`src/rtl/mem_pkg.sv`:
```
// Shared constants and types for the memory-access stage.
package mem_pkg;

    // Bit positions inside the one-hot store pick vector
    localparam int unsigned SW_B  = 0;
    localparam int unsigned SH_B  = 1;
    localparam int unsigned SB_B  = 2;
    localparam int unsigned SWL_B = 3;
    localparam int unsigned SWR_B = 4;

    // Bit positions inside the one-hot register write-source vector
    localparam int unsigned LB_B  = 7;
    localparam int unsigned LBU_B = 8;
    localparam int unsigned LH_B  = 9;
    localparam int unsigned LHU_B = 10;
    localparam int unsigned LWL_B = 11;
    localparam int unsigned LWR_B = 12;
    localparam int unsigned LW_B  = 13;

    // Width of the load-type slice [LW_B:LB_B] handed to the lane aligner
    localparam int unsigned LOAD_SEL_W = LW_B - LB_B + 1;

    // Memory-port handshake states
    typedef enum logic [1:0] {
        IDLE = 2'd0,
        REQ  = 2'd1,
        WAIT = 2'd2,
        RESP = 2'd3
    } state_t;

endpackage

```
`src/rtl/lsu_lane_align.sv`:
```
// Little-endian byte-lane alignment: store strobes/data and load
// extraction, sign/zero extension and LWL/LWR merging. Purely combinational.
module lsu_lane_align
    import mem_pkg::*;
(
    input  logic [4:0]            store_pick,
    input  logic [1:0]            store_off,
    input  logic [31:0]           store_b,
    output logic [3:0]            wstrb,
    output logic [31:0]           wdata,
    input  logic [LOAD_SEL_W-1:0] load_sel,
    input  logic [1:0]            load_off,
    input  logic [31:0]           rdata,
    input  logic [31:0]           rt,
    output logic [31:0]           load_data
);

    logic [4:0]  up_shift;
    logic [4:0]  dn_shift;
    logic [7:0]  byte_v;
    logic [15:0] half_v;

    // 8*off and 8*(3-off); for a 2-bit offset, 3-off is just ~off
    assign up_shift = {store_off, 3'b000};
    assign dn_shift = {~store_off, 3'b000};

    // Store side: strobes and lane-replicated / shifted data
    always_comb begin
        wstrb = '0;
        wdata = '0;
        if (store_pick[SW_B]) begin
            wstrb = 4'b1111;
            wdata = store_b;
        end else if (store_pick[SH_B]) begin
            wstrb = store_off[1] ? 4'b1100 : 4'b0011;
            wdata = {store_b[15:0], store_b[15:0]};
        end else if (store_pick[SB_B]) begin
            wstrb = 4'b0001 << store_off;
            wdata = {4{store_b[7:0]}};
        end else if (store_pick[SWL_B]) begin
            wstrb = 4'b1111 >> ~store_off;
            wdata = store_b >> dn_shift;
        end else if (store_pick[SWR_B]) begin
            wstrb = 4'b1111 << store_off;
            wdata = store_b << up_shift;
        end
    end

    assign byte_v = 8'(rdata >> {load_off, 3'b000});
    assign half_v = load_off[1] ? rdata[31:16] : rdata[15:0];

    // Load side: extract and extend, or merge with rt; no type bit means lw
    always_comb begin
        load_data = rdata;
        if (load_sel[LB_B - LB_B]) begin
            load_data = {{24{byte_v[7]}}, byte_v};
        end else if (load_sel[LBU_B - LB_B]) begin
            load_data = {24'd0, byte_v};
        end else if (load_sel[LH_B - LB_B]) begin
            load_data = {{16{half_v[15]}}, half_v};
        end else if (load_sel[LHU_B - LB_B]) begin
            load_data = {16'd0, half_v};
        end else if (load_sel[LWL_B - LB_B]) begin
            case (load_off)
                2'd0:    load_data = {rdata[7:0],  rt[23:0]};
                2'd1:    load_data = {rdata[15:0], rt[15:0]};
                2'd2:    load_data = {rdata[23:0], rt[7:0]};
                default: load_data = rdata;
            endcase
        end else if (load_sel[LWR_B - LB_B]) begin
            case (load_off)
                2'd0:    load_data = rdata;
                2'd1:    load_data = {rt[31:24], rdata[31:8]};
                2'd2:    load_data = {rt[31:16], rdata[31:16]};
                default: load_data = {rt[31:8],  rdata[31:24]};
            endcase
        end
    end

endmodule

```
`src/rtl/mem_access_stage.sv`:
```
// Memory-access stage: single-instruction FSM driving a req/addr_ok/data_ok
// data port and presenting one registered write-back result.
module mem_access_stage
    import mem_pkg::*;
#(
    parameter int unsigned ADDR_W = 32
) (
    input  logic              clk,
    input  logic              rst,
    input  logic              in_valid,
    output logic              in_ready,
    input  logic [4:0]        in_mem_wen_pick,
    input  logic              in_mem_read,
    input  logic              in_reg_write,
    input  logic [15:0]       in_reg_write_src,
    input  logic [31:0]       in_alu_result,
    input  logic [31:0]       in_store_data,
    input  logic [4:0]        in_dest,
    output logic              data_req,
    output logic              data_wr,
    output logic [ADDR_W-1:0] data_addr,
    output logic [3:0]        data_wstrb,
    output logic [31:0]       data_wdata,
    input  logic              data_addr_ok,
    input  logic              data_data_ok,
    input  logic [31:0]       data_rdata,
    output logic              out_valid,
    input  logic              out_ready,
    output logic              out_we,
    output logic [4:0]        out_dest,
    output logic [31:0]       out_data
);

    state_t                  state;
    logic [31:0]             alu_q;
    logic [31:0]             rt_q;
    logic [LOAD_SEL_W-1:0]   load_sel_q;
    logic                    is_store_q;

    logic                    is_store;
    logic                    is_mem;
    logic [3:0]              st_wstrb;
    logic [31:0]             st_wdata;
    logic [31:0]             ld_data;
    logic [31:0]             resp_data;
    logic                    unused_src;

    assign is_store   = |in_mem_wen_pick;
    assign is_mem     = is_store | in_mem_read;
    assign unused_src = ^{in_reg_write_src[15:LW_B+1], in_reg_write_src[LB_B-1:0]};

    // Store side works on the incoming instruction so the request is
    // registered at accept; load side works on the latched instruction and
    // the live read bus so the merged word is registered on data_ok.
    lsu_lane_align u_align (
        .store_pick (in_mem_wen_pick),
        .store_off  (in_alu_result[1:0]),
        .store_b    (in_store_data),
        .wstrb      (st_wstrb),
        .wdata      (st_wdata),
        .load_sel   (load_sel_q),
        .load_off   (alu_q[1:0]),
        .rdata      (data_rdata),
        .rt         (rt_q),
        .load_data  (ld_data)
    );

    // Stores retire with the address as a don't-care payload
    assign resp_data = is_store_q ? alu_q : ld_data;

    // Handshake FSM with registered port and write-back outputs; the
    // out_data register doubles as the captured read word
    always_ff @(posedge clk or posedge rst) begin
        if (rst) begin
            state      <= IDLE;
            in_ready   <= 1'b1;
            data_req   <= 1'b0;
            data_wr    <= 1'b0;
            data_addr  <= '0;
            data_wstrb <= '0;
            data_wdata <= '0;
            out_valid  <= 1'b0;
            out_we     <= 1'b0;
            out_dest   <= '0;
            out_data   <= '0;
            alu_q      <= '0;
            rt_q       <= '0;
            load_sel_q <= '0;
            is_store_q <= 1'b0;
        end else begin
            case (state)
                IDLE: begin
                    if (in_valid) begin
                        in_ready   <= 1'b0;
                        alu_q      <= in_alu_result;
                        rt_q       <= in_store_data;
                        load_sel_q <= in_reg_write_src[LW_B:LB_B];
                        is_store_q <= is_store;
                        out_dest   <= in_dest;
                        out_we     <= is_store ? 1'b0 : in_reg_write;
                        if (is_mem) begin
                            state      <= REQ;
                            data_req   <= 1'b1;
                            data_wr    <= is_store;
                            data_addr  <= {in_alu_result[ADDR_W-1:2], 2'b00};
                            data_wstrb <= st_wstrb;
                            data_wdata <= st_wdata;
                        end else begin
                            state     <= RESP;
                            out_valid <= 1'b1;
                            out_data  <= in_alu_result;
                        end
                    end
                end
                REQ: begin
                    if (data_addr_ok) begin
                        data_req <= 1'b0;
                        if (data_data_ok) begin
                            state     <= RESP;
                            out_valid <= 1'b1;
                            out_data  <= resp_data;
                        end else begin
                            state <= WAIT;
                        end
                    end
                end
                WAIT: begin
                    if (data_data_ok) begin
                        state     <= RESP;
                        out_valid <= 1'b1;
                        out_data  <= resp_data;
                    end
                end
                RESP: begin
                    if (out_ready) begin
                        state     <= IDLE;
                        out_valid <= 1'b0;
                        in_ready  <= 1'b1;
                    end
                end
                default: state <= IDLE;
            endcase
        end
    end

endmodule
```
`config.mk`:
```
export PLATFORM = sky130hd
export DESIGN_NAME = mem_access_stage
export DESIGN_NICKNAME = d
export VERILOG_FILES = /design/src/rtl/mem_pkg.sv /design/src/rtl/lsu_lane_align.sv /design/src/rtl/mem_access_stage.sv
export SDC_FILE = /design/constraint.sdc
export NUM_CORES = 1
export LEC_CHECK = 0
export ABC_AREA = 1
export CAP_MARGIN = 20
export CORE_MARGIN = 3
export CORE_UTILIZATION = 45
export CTS_CLUSTER_DIAMETER = 30
export DETAILED_ROUTE_END_ITERATION = 16
export PLACE_DENSITY = 0.71
export SLEW_MARGIN = 10
export SYNTH_ARGS = -nofsm -noshare
export SYNTH_HDL_FRONTEND = slang
export SYNTH_SLANG_ARGS = --single-unit
```
`constraint.sdc`:
```
create_clock -name clk -period 15.3 [get_ports clk]
set_clock_uncertainty 0.2 [all_clocks]
set_input_delay 1.53 -clock clk [delete_from_list [all_inputs] [get_ports clk]]
set_output_delay 1.53 -clock clk [all_outputs]
set_load 0.01 [all_outputs]
```
==> results of run 1 <==
-- cell families after synthesis --
group	after synthesis	synth area share, %
mux	1	0.08390
flops	181	37.98
other cells	1	0.03143
compound gates	380	18.11
buf+inv	295	10.49
simple gates	970	32.89
fa+ha+maj	4	0.4195
-- layout make-up --
type / instances / area [µm²]
clock buffers: 17 / 425.4
clock inverters: 15 / 203.9
fillers: 2500 / 10800
inverters: 175 / 661.9
multi-input cells: 1357 / 6168
flip-flops and latches: 181 / 4532
well taps: 330 / 412.9
repair buffers: 245 / 2415
-- worst max path at each step --
stage	cells after the start	slack [ns]	startpoint	endpoint
detailed placement	10	10.51	in_mem_wen_pick[3]	data_wdata[0]
global placement	10	10.54	in_mem_wen_pick[3]	data_wdata[0]
CTS	10	11.00	in_mem_wen_pick[3]	data_wdata[0]
finish	10	10.97	in_mem_wen_pick[3]	data_wdata[0]
floorplan	1	8.66	rst	alu_q[0]
global route	10	10.71	in_mem_wen_pick[3]	data_wdata[0]
-- cell usage in the layout, fill, tap and decap left out, drive strengths merged, types with 4 or more instances in the layout --
cell / instances
nand2: 651
nand3: 133
o211ai: 26
inv: 173
dfrtp: 180
or2: 5
clkdlybuf4s50: 226
a21oi: 110
clkinv: 16
buf: 19
o22ai: 7
ha: 4
a31oi: 4
nand4: 5
nor2: 166
clkbuf: 17
o311ai: 7
a21boi: 7
nor3: 10
a2bb2oi: 21
o21ai: 190
-- registers in the layout, summed over array words and instances (netlist names) --
register	flops
alu_q	32
data_wdata	32
out_data	32
rt_q	32
data_addr	30
load_sel_q	6
out_dest	5
data_wstrb	4
state	2
data_req	1
data_wr	1
in_ready	1
is_store_q	1
out_valid	1
out_we	1
-- per-stage QoR --
stage	std cells	hold WS (ns)	power, mW	area (µm²)
6_report	2320	0.2814	3.130	14820
2_1_floorplan	1833	0.2412	2.012	11930
5_1_grt	2320	0.3032	3.409	14820
3_3_place_gp	2287	0.2581	2.629	14170
4_1_cts	2319	0.2795	3.135	14800
3_5_place_dp	2287	0.2644	2.653	14170
-- power groups by stage --
| stage | Combinational (mW) | Clock (mW) | Sequential (mW) |
|---|---|---|---|
| after floorplan | 1.12 | 0 | 0.895 |
| after global placement | 1.77 | 0 | 0.862 |
| after detailed placement | 1.79 | 0 | 0.866 |
| after CTS | 1.80 | 0.474 | 0.863 |
| after global routing | 2.02 | 0.492 | 0.894 |
| final | 1.80 | 0.466 | 0.865 |
-- routing by layer --
metal | up-vias | share of wire [%] | global-route usage [%]
li1 | 6170 | - | -
met1 | 5863 | 44 | 43.35
met2 | 614 | 44 | 44.57
met3 | 55 | 9.6 | 6.632
met4 | 2 | 2.2 | 7.364
met5 | - | 0.017 | 0
-- worst min-delay path: cells and delay by family (launching register included) --
family / cells / cell delay (ns)
and+or+nand+nor: 1 / 0.05
DFF: 1 / 0.38
AOI/OAI and AO/OA: 1 / 0.06
==> run_results.csv, run 1 <==
group,metric,value,unit
grt,grt_usage,29.60,%
worst_hold_path,min-delay-start,"in_ready",
logic_synthesis,ys_ff_latch,181,
logic_synthesis,synth_warnings,0,
pwr,comb_power_share,57.5,%
cts,clk-insertion-delay-late,0.44,ns
logic_synthesis,syn_area,11930,µm²
placed_design,place_congestion,0.9201,
routing,ant_nets,0,
sta,fin_crit,4.330,ns
logic_synthesis,synth_commonest_cells,"nand2_1, o21ai_0, dfrtp_1",
critical_path,cp-start-kind,"input pin",
cts,numCtsBuffers,17,
placed_design,place_ws,10.51,ns
routing,viasPerCell,5.476,
routing,drt-pass1-iter-count,6,
layout,drive_gt1_share,4.020,%
sta,finalSetupTns,0,ns
critical_path,r2r_slack,11.80,ns
worst_hold_path,hp-class,"reg2reg",
layout,syn2layout_area_growth,24.22,%
sta,period_share,28.30,%
sta,max_clock_freq,231.0,MHz
critical_path,path_delay_family,"simple AND/OR/NAND/NOR gates",
cts,cts_max_path_buffers,2,
floorplanning,dieHeight,168.8,µm
sta,hold_viol_final,0,
layout,post-route-util,57.85,%
cts,path_clk_slew,0.08,ns
critical_path,crit_required,15.42,ns
floorplanning,die_x,168.8,µm
placed_design,io_buffers,227,
grt,grt_pass1_vias,12000,
routing,via_count,12700,
pwr,peakVddDrop,133.9,µV
critical_path,slowest_stage,"clkdlybuf4s50_1",
critical_path,critPathMostFrequentCell,"nor2_8",
cts,cts_sinks,181,
layout,diodes,0,
cts,cts_htree_levels,4,
floorplanning,initial_core_util,46.57,%
critical_path,r2r-start,"alu_q[1]",
grt,overflow,0,
grt,antenna_found_initial,1,
pwr,p_leak,7.267,nW
floorplanning,rows,58,
logic_synthesis,async_flop_share,100.0,%
worst_hold_path,hold_path_depth,2,
grt,grt_first_pass_wirelength,67520,µm
sta,rsz0062_at_grt,"false",
placed_design,dp_hpwl,29350,µm
cts,cts-resized-gates,0,
pwr,seqPwrFrac,27.6,%
logic_synthesis,ys_top_cells_by_area,"dfrtp_1, nand2_1, o21ai_0",
logic_synthesis,netlist_instances,1832,
logic_synthesis,yosysMostFrequentCell,"nand2_1",
pwr,switching_share,47.41,%
routing,wirelength,42270,µm
pwr,p_per_area,211.2,nW/µm²
logic_synthesis,seq_area_frac_synth,37.98,%
critical_path,worstSetupPathType,"in2reg",
critical_path,end_kind,"register",
pwr,clkPwrFrac,14.9,%
critical_path,arrival,4.45,ns
sta,setup_slack,10.97,ns
floorplanning,dieArea,28500,µm²
pwr,p_switching,1.484,mW
run,drv_cap,0,
critical_path,cp_max_fo,51,
logic_synthesis,synth_edf_count,0,
logic_synthesis,yosys.area.top_type,"dfrtp_1",
cts,postCtsSetupBuffers,0,
worst_hold_path,hold_end,"in_ready",
cts,hold_buffers,0,
outcome,status,"finished, final reports clean",
critical_path,rr_worst_depth,11,
critical_path,cp_num_buf_inv,2,
sta,tightestPinTransition,1.038,ns
critical_path,slowest_delay,0.73,ns
critical_path,path_cells,"clkdlybuf4s50_1 -> nor2_8 -> nand3_4 -> nor2_8 -> nor2_1 -> nand2_2 -> buf_4 -> a21oi_1 -> o21ai_0 -> nand2_1",
routing,wire_per_inst,18.22,µm
pwr,internal_power,1.646,mW
sta,finalMaxSlewViolations,0,
cts,cts_tree,"built",
grt,grt_max_degree,119,
logic_synthesis,avgSynthCellArea,6.512,µm²
floorplanning,num_io_pins,240,
logic_synthesis,post-synth-top-area-fraction,37.76,%
floorplanning,coreArea,25620,µm²
routing,drt_iter0_drc,1600,
critical_path,r2r-end,"out_data[28]",
cts,root_buffer,"clkbuf_16",
logic_synthesis,ys.flop_type,"dfrtp_1",
sta,slew_headroom,30.83,%
sta,setup_violations,0,
layout,nNetsFinal,2111,
logic_synthesis,synthDistinctLibCells,44,
routing,drc,0,
(Power assumes the default switching activity.)
==> run 2, diff against run 1 <==
--- a/config.mk
+++ b/config.mk
@@ -11,7 +11,7 @@
 export CORE_UTILIZATION = 45
 export CTS_CLUSTER_DIAMETER = 30
 export DETAILED_ROUTE_END_ITERATION = 16
-export PLACE_DENSITY = 0.71
+export PLACE_DENSITY = 0.74
 export SLEW_MARGIN = 10
 export SYNTH_ARGS = -nofsm -noshare
 export SYNTH_HDL_FRONTEND = slang
==> constraint.sdc (replaced) <==
create_clock -name clk -period 3.7 [get_ports clk]
set_clock_uncertainty 0.2 [all_clocks]
set_input_delay 0.37 -clock clk [delete_from_list [all_inputs] [get_ports clk]]
set_output_delay 0.37 -clock clk [all_outputs]
set_load 0.01 [all_outputs]
==> run_results.csv, run 2 (synthesized netlist as in run 1, its figures left out) <==
group,metric,value,unit
sta,fin_crit,2.720,ns
critical_path,r2r-start,"state[0]",
critical_path,path_cells,"inv_1 -> ha_1 -> clkinv_1 -> buf_4 -> nor2_1 -> nor2_4 -> o21ai_4 -> buf_16 -> buf_4 -> nor2_1 -> a21oi_1",
critical_path,crit_path_start,"state[0]",
floorplanning,dieArea,28500,µm²
floorplanning,rows,58,
placed_design,place_ws,0.6886,ns
critical_path,cp-start-kind,"register",
grt,grt_max_degree,118,
critical_path,slowest_stage,"dfrtp_1",
placed_design,dp_hpwl,30670,µm
critical_path,end_kind,"register",
floorplanning,initial_core_util,46.57,%
pwr,peakVddDrop,480.4,µV
layout,layout_commonest_cell,"nand2_1",
critical_path,worstSetupPathType,"reg2reg",
grt,antenna_found_initial,1,
routing,ant_nets,0,
critical_path,slowest_delay,0.42,ns
routing,via_count,13060,
critical_path,rr_worst_depth,11,
outcome,status,"finished, final reports clean",
critical_path,crit_required,3.86,ns
cts,numCtsBuffers,17,
layout,diodes,0,
sta,finalSetupTns,0,ns
critical_path,r2r_slack,0.98,ns
placed_design,place_congestion,0.9516,
placed_design,dp_cells,2312,
run,drv_cap,0,
layout,fin_cells,2345,
sta,hold_viol_final,0,
grt,grt_pass1_vias,12250,
sta,finalMaxSlewViolations,0,
floorplanning,die_x,168.8,µm
sta,setup_violations,0,
pwr,p_per_area,874.7,nW/µm²
routing,wire_per_inst,18.50,µm
sta,max_clock_freq,367.7,MHz
routing,wirelength,43390,µm
layout,drive_gt1_share,5.211,%
pwr,p_leak,7.380,nW
cts,clk-insertion-delay-late,0.44,ns
layout,final_area,15000,µm²
layout,final_cell_mix,"nand2_1, clkdlybuf4s50_1, o21ai_0, dfrtp_1, nor2_1",
pwr,finalPower,13.12,mW
sta,tightestPinTransition,1.015,ns
critical_path,r2r-end,"out_data[13]",
cts,cts_htree_levels,4,
cts,hold_buffers,0,
sta,setup_slack,0.9804,ns
cts,path_clk_slew,0.08,ns
critical_path,cp_max_fo,33,
floorplanning,num_io_pins,240,
critical_path,arrival,2.88,ns
layout,post-route-util,58.54,%
routing,drt-pass1-iter-count,6,
placed_design,post_dp_cell_area,14380,µm²
routing,drt_iter0_drc,1421,
grt,grt_usage,30.27,%
floorplanning,dieHeight,168.8,µm
routing,viasPerCell,5.567,
layout,syn2layout_area_growth,25.71,%
grt,overflow,0,
grt,grt_first_pass_wirelength,68470,µm
cts,root_buffer,"clkbuf_16",
cts,cts-resized-gates,0,
placed_design,io_buffers,227,
cts,cts_sinks,181,
cts,cts_max_path_buffers,2,
sta,period_share,73.50,%
sta,rsz0062_at_grt,"false",
critical_path,endpoint,"out_data[13]",
sta,fin_hold_ws,0.08359,ns
sta,slew_headroom,32.32,%
routing,drc,0,
floorplanning,coreArea,25620,µm²
worst_hold_path,hp-class,"in2async",
layout,nNetsFinal,2136,
cts,cts_tree,"built",
cts,postCtsSetupBuffers,0,
## run 2: how the worst min path moves through the flow
stage | start | to | slack, ns | depth (start not counted)
floorplan | load_sel_q[1] | load_sel_q[1] | 0.24 | 2
global placement | data_wr | data_wr | 0.26 | 2
detailed placement | data_wr | data_wr | 0.26 | 2
CTS | rst | rt_q[17] | 0.08 | 2
global route | rst | rt_q[12] | 0.11 | 2
finish | rst | rt_q[19] | 0.08 | 2
## run 2: area by class of cell
cell class              instances  area, µm²
clock buffers                  18      439.2
clock inverters                14      153.9
fillers                      2426      10620
inverters                     175      660.6
multi-input cells            1357       6168
flip-flops and latches        181       4532
well taps                     330      412.9
repair buffers                270       2630
## run 2: critical path: cells and delay by family, from the launching register on
kind	cells	cell delay, ns
buf+inv	5	0.96
flops	1	0.42
simple gates	3	0.41
compound gates	2	0.34
fa+ha+maj	1	0.32
## run 2: per-layer routing
| layer | vias up | track usage (%) | routed length (µm) |
|---|---|---|---|
| met1 | 6070 | 43.67 | 18960 |
| met4 | 2 | 9.783 | 1195 |
| met3 | 79 | 7.076 | 4285 |
| met5 | - | 0 | 13 |
| met2 | 680 | 45.07 | 18930 |
| li1 | 6224 | - | - |
## run 2: report_power, final
| part | switching [mW] | total (mW) | internal (mW) |
|---|---|---|---|
| Sequential | 0.690 | 3.64 | 2.95 |
| Clock | 0.920 | 1.85 | 0.926 |
| Combinational | 4.61 | 7.63 | 3.02 |
